## src/rtl/mc_delay_ctrl.sv

```systemverilog
// Per-channel delay-line code controller: slews each channel's code one LSB at a
// time with a settle interval after every step, and can calibrate against a phase detector.
module mc_delay_ctrl #(
  parameter int unsigned NumChannels  = 4,
  parameter int unsigned DelayWidth   = 4,
  parameter int unsigned SettleCycles = 8,
  parameter int unsigned ResetCode    = 0,
  localparam int unsigned ChanW = (NumChannels > 1) ? $clog2(NumChannels) : 1
) (
  input  logic                              clk_i,
  input  logic                              rst_i,
  input  logic                              cfg_valid_i,
  output logic                              cfg_ready_o,
  input  logic [ChanW-1:0]                  cfg_chan_i,
  input  logic [DelayWidth-1:0]             cfg_code_i,
  input  logic                              cfg_cal_i,
  input  logic [NumChannels-1:0]            cal_sample_i,
  output logic [NumChannels*DelayWidth-1:0] delay_o,
  output logic                              busy_o,
  output logic                              done_o,
  output logic                              cal_found_o,
  output logic [DelayWidth-1:0]             cal_code_o
);

  localparam logic [2:0] IDLE   = 3'd0;
  localparam logic [2:0] STEP   = 3'd1;
  localparam logic [2:0] SETTLE = 3'd2;
  localparam logic [2:0] SAMPLE = 3'd3;
  localparam logic [2:0] DONE   = 3'd4;

  localparam int unsigned CntW = (SettleCycles > 1) ? $clog2(SettleCycles) : 1;
  localparam logic [DelayWidth-1:0] MaxCode  = '1;
  localparam logic [DelayWidth-1:0] ResetVal = DelayWidth'(ResetCode);
  localparam logic [CntW-1:0]       CntLast  = CntW'(SettleCycles - 1);

  logic [2:0]            state, state_nx;
  logic [ChanW-1:0]      chan;
  logic                  cal_mode;
  logic [DelayWidth-1:0] target;
  logic [CntW-1:0]       cnt;
  logic [DelayWidth-1:0] codes [NumChannels];

  logic                  chan_ok;
  logic                  samp;
  logic [DelayWidth-1:0] cur;
  logic                  do_step;
  logic                  step_up;

  // Active-channel view; an out-of-range channel simply never matches.
  always_comb begin
    chan_ok = 1'b0;
    samp    = 1'b0;
    cur     = '0;
    for (int unsigned c = 0; c < NumChannels; c++) begin
      if (chan == ChanW'(c)) begin
        chan_ok = 1'b1;
        samp    = cal_sample_i[c];
        cur     = codes[c];
      end
    end
  end

  always_comb begin
    delay_o = '0;
    for (int unsigned c = 0; c < NumChannels; c++) begin
      delay_o[c*DelayWidth +: DelayWidth] = codes[c];
    end
  end

  assign do_step = (state == STEP) && chan_ok && (cur != target);
  assign step_up = (target > cur);

  // Direct mode returns from SETTLE to STEP, which then finishes; this keeps the
  // completion pulse one cycle after the final settle interval.
  always_comb begin
    state_nx = state;
    case (state)
      IDLE:   if (cfg_valid_i) state_nx = STEP;
      STEP: begin
        if (!chan_ok)                        state_nx = DONE;
        else if (cur != target || cal_mode)  state_nx = SETTLE;
        else                                 state_nx = DONE;
      end
      SETTLE: begin
        if (cnt == CntLast) state_nx = (cal_mode && cur == target) ? SAMPLE : STEP;
      end
      SAMPLE: state_nx = (samp || cur == MaxCode) ? DONE : STEP;
      DONE:   state_nx = IDLE;
      default: state_nx = IDLE;
    endcase
  end

  always_ff @(posedge clk_i or posedge rst_i) begin
    if (rst_i) begin
      state       <= IDLE;
      chan        <= '0;
      cal_mode    <= 1'b0;
      target      <= '0;
      cnt         <= '0;
      cfg_ready_o <= 1'b1;
      busy_o      <= 1'b0;
      done_o      <= 1'b0;
      cal_found_o <= 1'b0;
      cal_code_o  <= '0;
      for (int unsigned c = 0; c < NumChannels; c++) codes[c] <= ResetVal;
    end else begin
      state       <= state_nx;
      cfg_ready_o <= (state_nx == IDLE);
      busy_o      <= (state_nx != IDLE);
      done_o      <= (state_nx == DONE);

      if (state == IDLE && cfg_valid_i) begin
        chan     <= cfg_chan_i;
        cal_mode <= cfg_cal_i;
        target   <= cfg_cal_i ? '0 : cfg_code_i;
      end

      if (state == SETTLE && state_nx == SETTLE) cnt <= cnt + 1'b1;
      else                                       cnt <= '0;

      for (int unsigned c = 0; c < NumChannels; c++) begin
        if (do_step && chan == ChanW'(c)) begin
          if (step_up) codes[c] <= (codes[c] == MaxCode) ? codes[c] : codes[c] + 1'b1;
          else         codes[c] <= (codes[c] == '0)      ? codes[c] : codes[c] - 1'b1;
        end
      end

      if (state == SAMPLE) begin
        if (state_nx == STEP) target <= cur + 1'b1;
        if (state_nx == DONE) begin
          cal_found_o <= samp;
          if (samp) cal_code_o <= cur;
        end
      end

      if (state == STEP && !chan_ok && cal_mode) cal_found_o <= 1'b0;
    end
  end

endmodule

```

## config.mk

```make
export PLATFORM = sky130hd
export DESIGN_NAME = mc_delay_ctrl
export DESIGN_NICKNAME = d
export VERILOG_FILES = /design/src/rtl/mc_delay_ctrl.sv
export SDC_FILE = /design/constraint.sdc
export NUM_CORES = 1
export LEC_CHECK = 0
export CAP_MARGIN = 20
export CORE_ASPECT_RATIO = 2
export CORE_MARGIN = 5
export CORE_UTILIZATION = 57
export CTS_CLUSTER_SIZE = 40
export DETAILED_ROUTE_END_ITERATION = 10
export HOLD_SLACK_MARGIN = 0.06
export PLACE_DENSITY = 0.85
export SLEW_MARGIN = 10
export SYNTH_ARGS = -nofsm -noshare
export SYNTH_HDL_FRONTEND = slang
export SYNTH_SLANG_ARGS = --single-unit
```

## constraint.sdc

```tcl
create_clock -name clk_i -period 11 [get_ports clk_i]
set_clock_uncertainty 0.05 [all_clocks]
set_input_delay 3.3 -clock clk_i [delete_from_list [all_inputs] [get_ports clk_i]]
set_output_delay 3.3 -clock clk_i [all_outputs]
set_load 0.05 [all_outputs]
```

# Yosys cells after proc, flatten, opt, wreduce, memory -nomap -nowiden
# Index checks and enable logic that the tools add are counted.
# totals
regBits,37
input_bits,14
out_inout_bits,24
wordCells,119
# classes
add_sub_neg,10
n_lt_le_gt_ge,1
eq_ne,25
mux,39
reduce_logical,30
# op_table
cell,n
4-bit two-way mux,20
4-bit by 1-bit adder with 4-bit output (second input constant),5
4-bit equality test (second input constant),5
3-bit two-way mux,6
4-bit logical NOT,4
2-bit != test (second input constant),8
4-bit by 1-bit subtractor with 4-bit output (second input constant),4
3-bit AND reduction,5
3-bit one-hot mux with 4 select lines,1
1-bit logical AND,11
1-bit two-way mux,11
3-bit by 2-bit equality test with 1-bit output (second input constant),3
3-bit by 1-bit equality test with 1-bit output (second input constant),2
3-bit equality test (second input constant),2
3-bit logical NOT,2
2-bit equality test (second input constant),2
4-bit equality test,1
4-bit greater-than comparator,1
4-bit != test,1
2-bit nonzero test,2
3-bit by 1-bit adder with 3-bit output (second input constant),1
3-bit nonzero test,1
2-bit by 1-bit equality test with 1-bit output (second input constant),1
2-bit logical NOT,1
other kinds (4),5

# Logic depth before layout (Yosys ltp)
# logic_depth
depth_word,14
depth_mapped,14
mapped_depth_nobuf,13

# Worst setup path before layout
# Ideal clock, no wire load.
# synth_timing
kind,in2reg
startpoint,input port cal_sample_i[1]
endpoint,register cal_code_o[0]
setup_ns,0.125
arrival_time_ns,4.354
t_required_ns,10.825
path_slack_ns,6.472
stages,3
path_buffers,0
path_cell_list,mux4_1 nand3_1 mux2_2
# synth_between
elab_chain_len,8
# synth_lines
item,line,rtl
start: declaration,17,"input logic [NumChannels-1:0] cal_sample_i,"
1-bit two-way mux * (3 in a row),55,if (chan == ChanW'(c)) begin
1-bit logical OR,87,SAMPLE: state_nx = (samp || cur == MaxCode) ? DONE : STEP;
3-bit two-way mux,87,
3-bit one-hot mux with 4 select lines,77,case (state)
3-bit equality test,130,if (state_nx == DONE) begin
3-bit AND reduction (no line) *,n/a,
end signal: assignment,132,if (samp) cal_code_o <= cur;
end: declaration,22,output logic [DelayWidth-1:0] cal_code_o
# Mark *: on every way between the ends. The rest lies on a longest branch, timed or not.
# A chain may end at the register's enable or synchronous reset.

# Worst setup path after layout
# layout_timing
startpoint,register codes (netlist bit delay_o[4])
endpoint,output port delay_o[4]
# layout_rtl
item,line,rtl
start: declaration,41,logic [DelayWidth-1:0] codes [NumChannels];
start signal: indexed assignment,123,if (step_up) codes[c] <= (codes[c] == MaxCode) ? codes[c] : codes[c] + 1'b1;
start signal: indexed assignment,124,else codes[c] <= (codes[c] == '0) ? codes[c] : codes[c] - 1'b1;
end: declaration,18,"output logic [NumChannels*DelayWidth-1:0] delay_o,"
# No word-level cell between the ends.

==> flow_metrics.py <==
metrics = {
    "grt": {
        "antenna_found_initial": 0,
        "grt_max_degree": 38,
        "grt.overflow.total": 0,
        "grt_pass1_wl_mm": 8.91,
        "grt_pass1_vias": 1936,
        "track_usage_pct": 22.3,
    },
    "hold_path": {
        "min-delay-start": "cnt[0]",
        "hold_depth": 1,
        "hp-class": "flop to flop",
    },
    "timing": {
        "fin_tns_setup_ns": 0,
        "setup_viol": 0,
        "worst_pin_slew_ns": 0.609,
        "fmax_mhz": 199,
        "maxSlewViolCount": 0,
        "hold_violations": 0,
        "period_share_pct": 45.7,
        "rsz0062_at_grt": "false",
        "period_needed_ns": 5.03,
        "slew-limit-headroom_pct": 59.4,
    },
    "synthesis": {
        "synth-async-reset-ratio_pct": 100,
        "synth-edff-count": 0,
        "ys.flop_type": "dfrtp_1",
        "synth_nets": 240,
        "syn_inst": 207,
        "synth_top_cell_area_share_pct": 39.0,
        "synth_top_family_by_area": "simple AND/OR/NAND/NOR gates",
        "synth_xor_area_share_pct": 6.44,
        "synthMuxAreaShare_pct": 9.25,
        "synth.area.top_cells": "dfrtp_1 39%, ha_1 8.1%, xnor2_1 4.9%, mux2_2 3.9%, fa_1 3.5%",
        "yosysTopAreaCell": "dfrtp_1",
        "ys_warn_count": 0,
        "synth_seq_cells": 37,
        "synth-seq-area-share_pct": 40.1,
        "ys_types": 46,
        "yosys.area_share.simple_pct": 15.4,
        "synth_area_um2": 2310,
        "avgSynthCellArea_um2": 11.2,
        "synthAdderAreaFrac_pct": 11.6,
        "synth_compound_area_share_pct": 13.4,
    },
    "floorplanning": {
        "io-pin-count": 38,
        "start_util_pct": 59.5,
        "rows": 32,
        "coreArea_um2": 3880,
        "die-area_um2": 5510,
        "die_y_um": 100,
        "die_w_um": 55.0,
    },
    "route": {
        "avgViaCountPerCell": 5.89,
        "firstDrtPassIters": 4,
        "ant_nets": 0,
        "drc": 0,
        "routedWlPerCell_um": 17.4,
        "finalWirelength_mm": 5.19,
        "drt_iter0_drc": 29,
        "vias": 1760,
    },
    "setup_path": {
        "end_kind": "output pin",
        "cp_cell_sequence": "clkdlybuf4s50_1",
        "cp.required_ns": 7.65,
        "slowest_stage": "clkdlybuf4s50_1",
        "r2r_cells": 13,
        "arrival_ns": 1.68,
        "crit_path_start_kind": "flop",
        "max_stage_delay_ns": 0.87,
        "cp_num_buf_inv": 1,
        "timing.rr.start": "chan[1]",
        "timing.critical_path.from": "delay_o[4]",
        "critical_path_depth": 1,
        "critical_path_class": "flop to output pin",
        "critical-path-top-delay-family": "buffers and inverters",
        "reg2reg_setup_slack_ns": 6.93,
        "cp_max_fo": 7,
    },
    "clock_tree": {
        "clockBufferDepth": 2,
        "cts_resized": 0,
        "cts_made_buffers": 5,
        "cts-root-buf": "clkbuf_8",
        "clock_latency_ns": 0.29,
        "path_clk_slew_ns": 0.07,
        "ctsHtreeMaxLevel": 2,
        "post-cts-setup-buffers": 0,
        "clock_sinks": 37,
        "cts_hold_buf": 0,
        "cts_tree": "built",
    },
    "run_status": {
        "status": "complete, no violations",
    },
    "finish": {
        "drive_above_1_share_pct": 12.1,
        "register_area_um2": 927,
        "final_cell_area_um2": 2790,
        "antenna_cells": 0,
        "nets": 280,
        "num-fill-cells": 323,
        "area_delta_synth_final_pct": 20.6,
        "multiInputGateArea_um2": 1290,
    },
    "placed_design": {
        "hpwl_mm": 4.07,
        "dpl_cell_area_um2": 2710,
        "gp_congestion": 0.845,
        "numPortBuffers": 37,
    },
    "job": {
        "drv_cap": 0,
    },
}
metal layers:
metal	global-route usage (%)	up-vias	part of all wire (%)
met3	3.71	14	3.2
li1	-	825	-
met4	10.7	0	4.0
met1	24.6	877	35
met2	39.0	44	58
met5	0	-	0
final timing paths:
path,end
worst max-delay path,delay_o[4]
worst min-delay path,cnt[0]
worst max register to register,delay_o[15]
worst min register to register,cnt[0]
max in group asynchronous,cfg_ready_o
min in group asynchronous,delay_o[12]
registers in the layout, indices dropped and copies added, names as in the netlist:
name	count
cfg_ready_o	1
busy_o	1
delay_o	16
cal_found_o	1
state	3
chan	2
target	4
cnt	3
cal_code_o	4
cal_mode	1
done_o	1
cells by family (layout without fill, tap and decap cells):
| family | Yosys count | after routing |
|---|---|---|
| mux | 13 | 13 |
| simple gates | 61 | 61 |
| fa+ha+maj | 19 | 19 |
| xor+xnor | 17 | 17 |
| buf+inv | 16 | 57 |
| flops | 37 | 37 |
| compound gates | 44 | 44 |
through the flow:
stage	util (%)	hold slack [ns]	std cells	setup WS, ns
2_1_floorplan	-	0.364	207	6.47
3_3_place_gp	69.7	0.380	291	6.00
3_5_place_dp	69.7	0.385	291	5.98
4_1_cts	71.8	0.395	299	5.96
5_1_grt	71.8	0.429	299	5.91
6_report	71.8	0.392	299	5.97
placed cells by master (no fill, tap or decap), types with 3 or more instances in the layout:
cell type and count:
o21ai_0 11, nor2_1 8, nor4_1 3, nor3_1 3, a21o_1 5, xor2_1 4, nand2_1 14, inv_1 11
a21oi_1 8, nand4_1 5, a21oi_2 3, mux2_2 8, xnor2_1 13, and2_1 3, dfrtp_1 36, ha_1 15
nand3_1 5, mux4_1 3, nor2b_1 3, clkdlybuf4s50_1 37, nand2b_1 3, fa_1 4, clkbuf_8 5, nor3b_1 6
a211oi_1 3
cells in the mapped netlist (all sizes together), types with 6 or more instances:
library cell,instances
a21oi,11
mux2,8
nor3b,6
dfrtp,36
xnor2,13
nand2,14
o21ai,12
ha,15
inv,11
nor2,9
layout make-up:
type | count | area share [%]
Timing Repair Buffer | 38 | 13.6
Clock buffer | 6 | 2.60
Tap cell | 51 | 2.29
Inverter | 11 | 1.48
Multi-Input combinational cell | 154 | 46.5
Clock inverter | 2 | 0.359
Sequential cell | 37 | 33.3
Power is not shown: default switching activity piles up to over one toggle a cycle in this logic, so the estimate is an artifact.
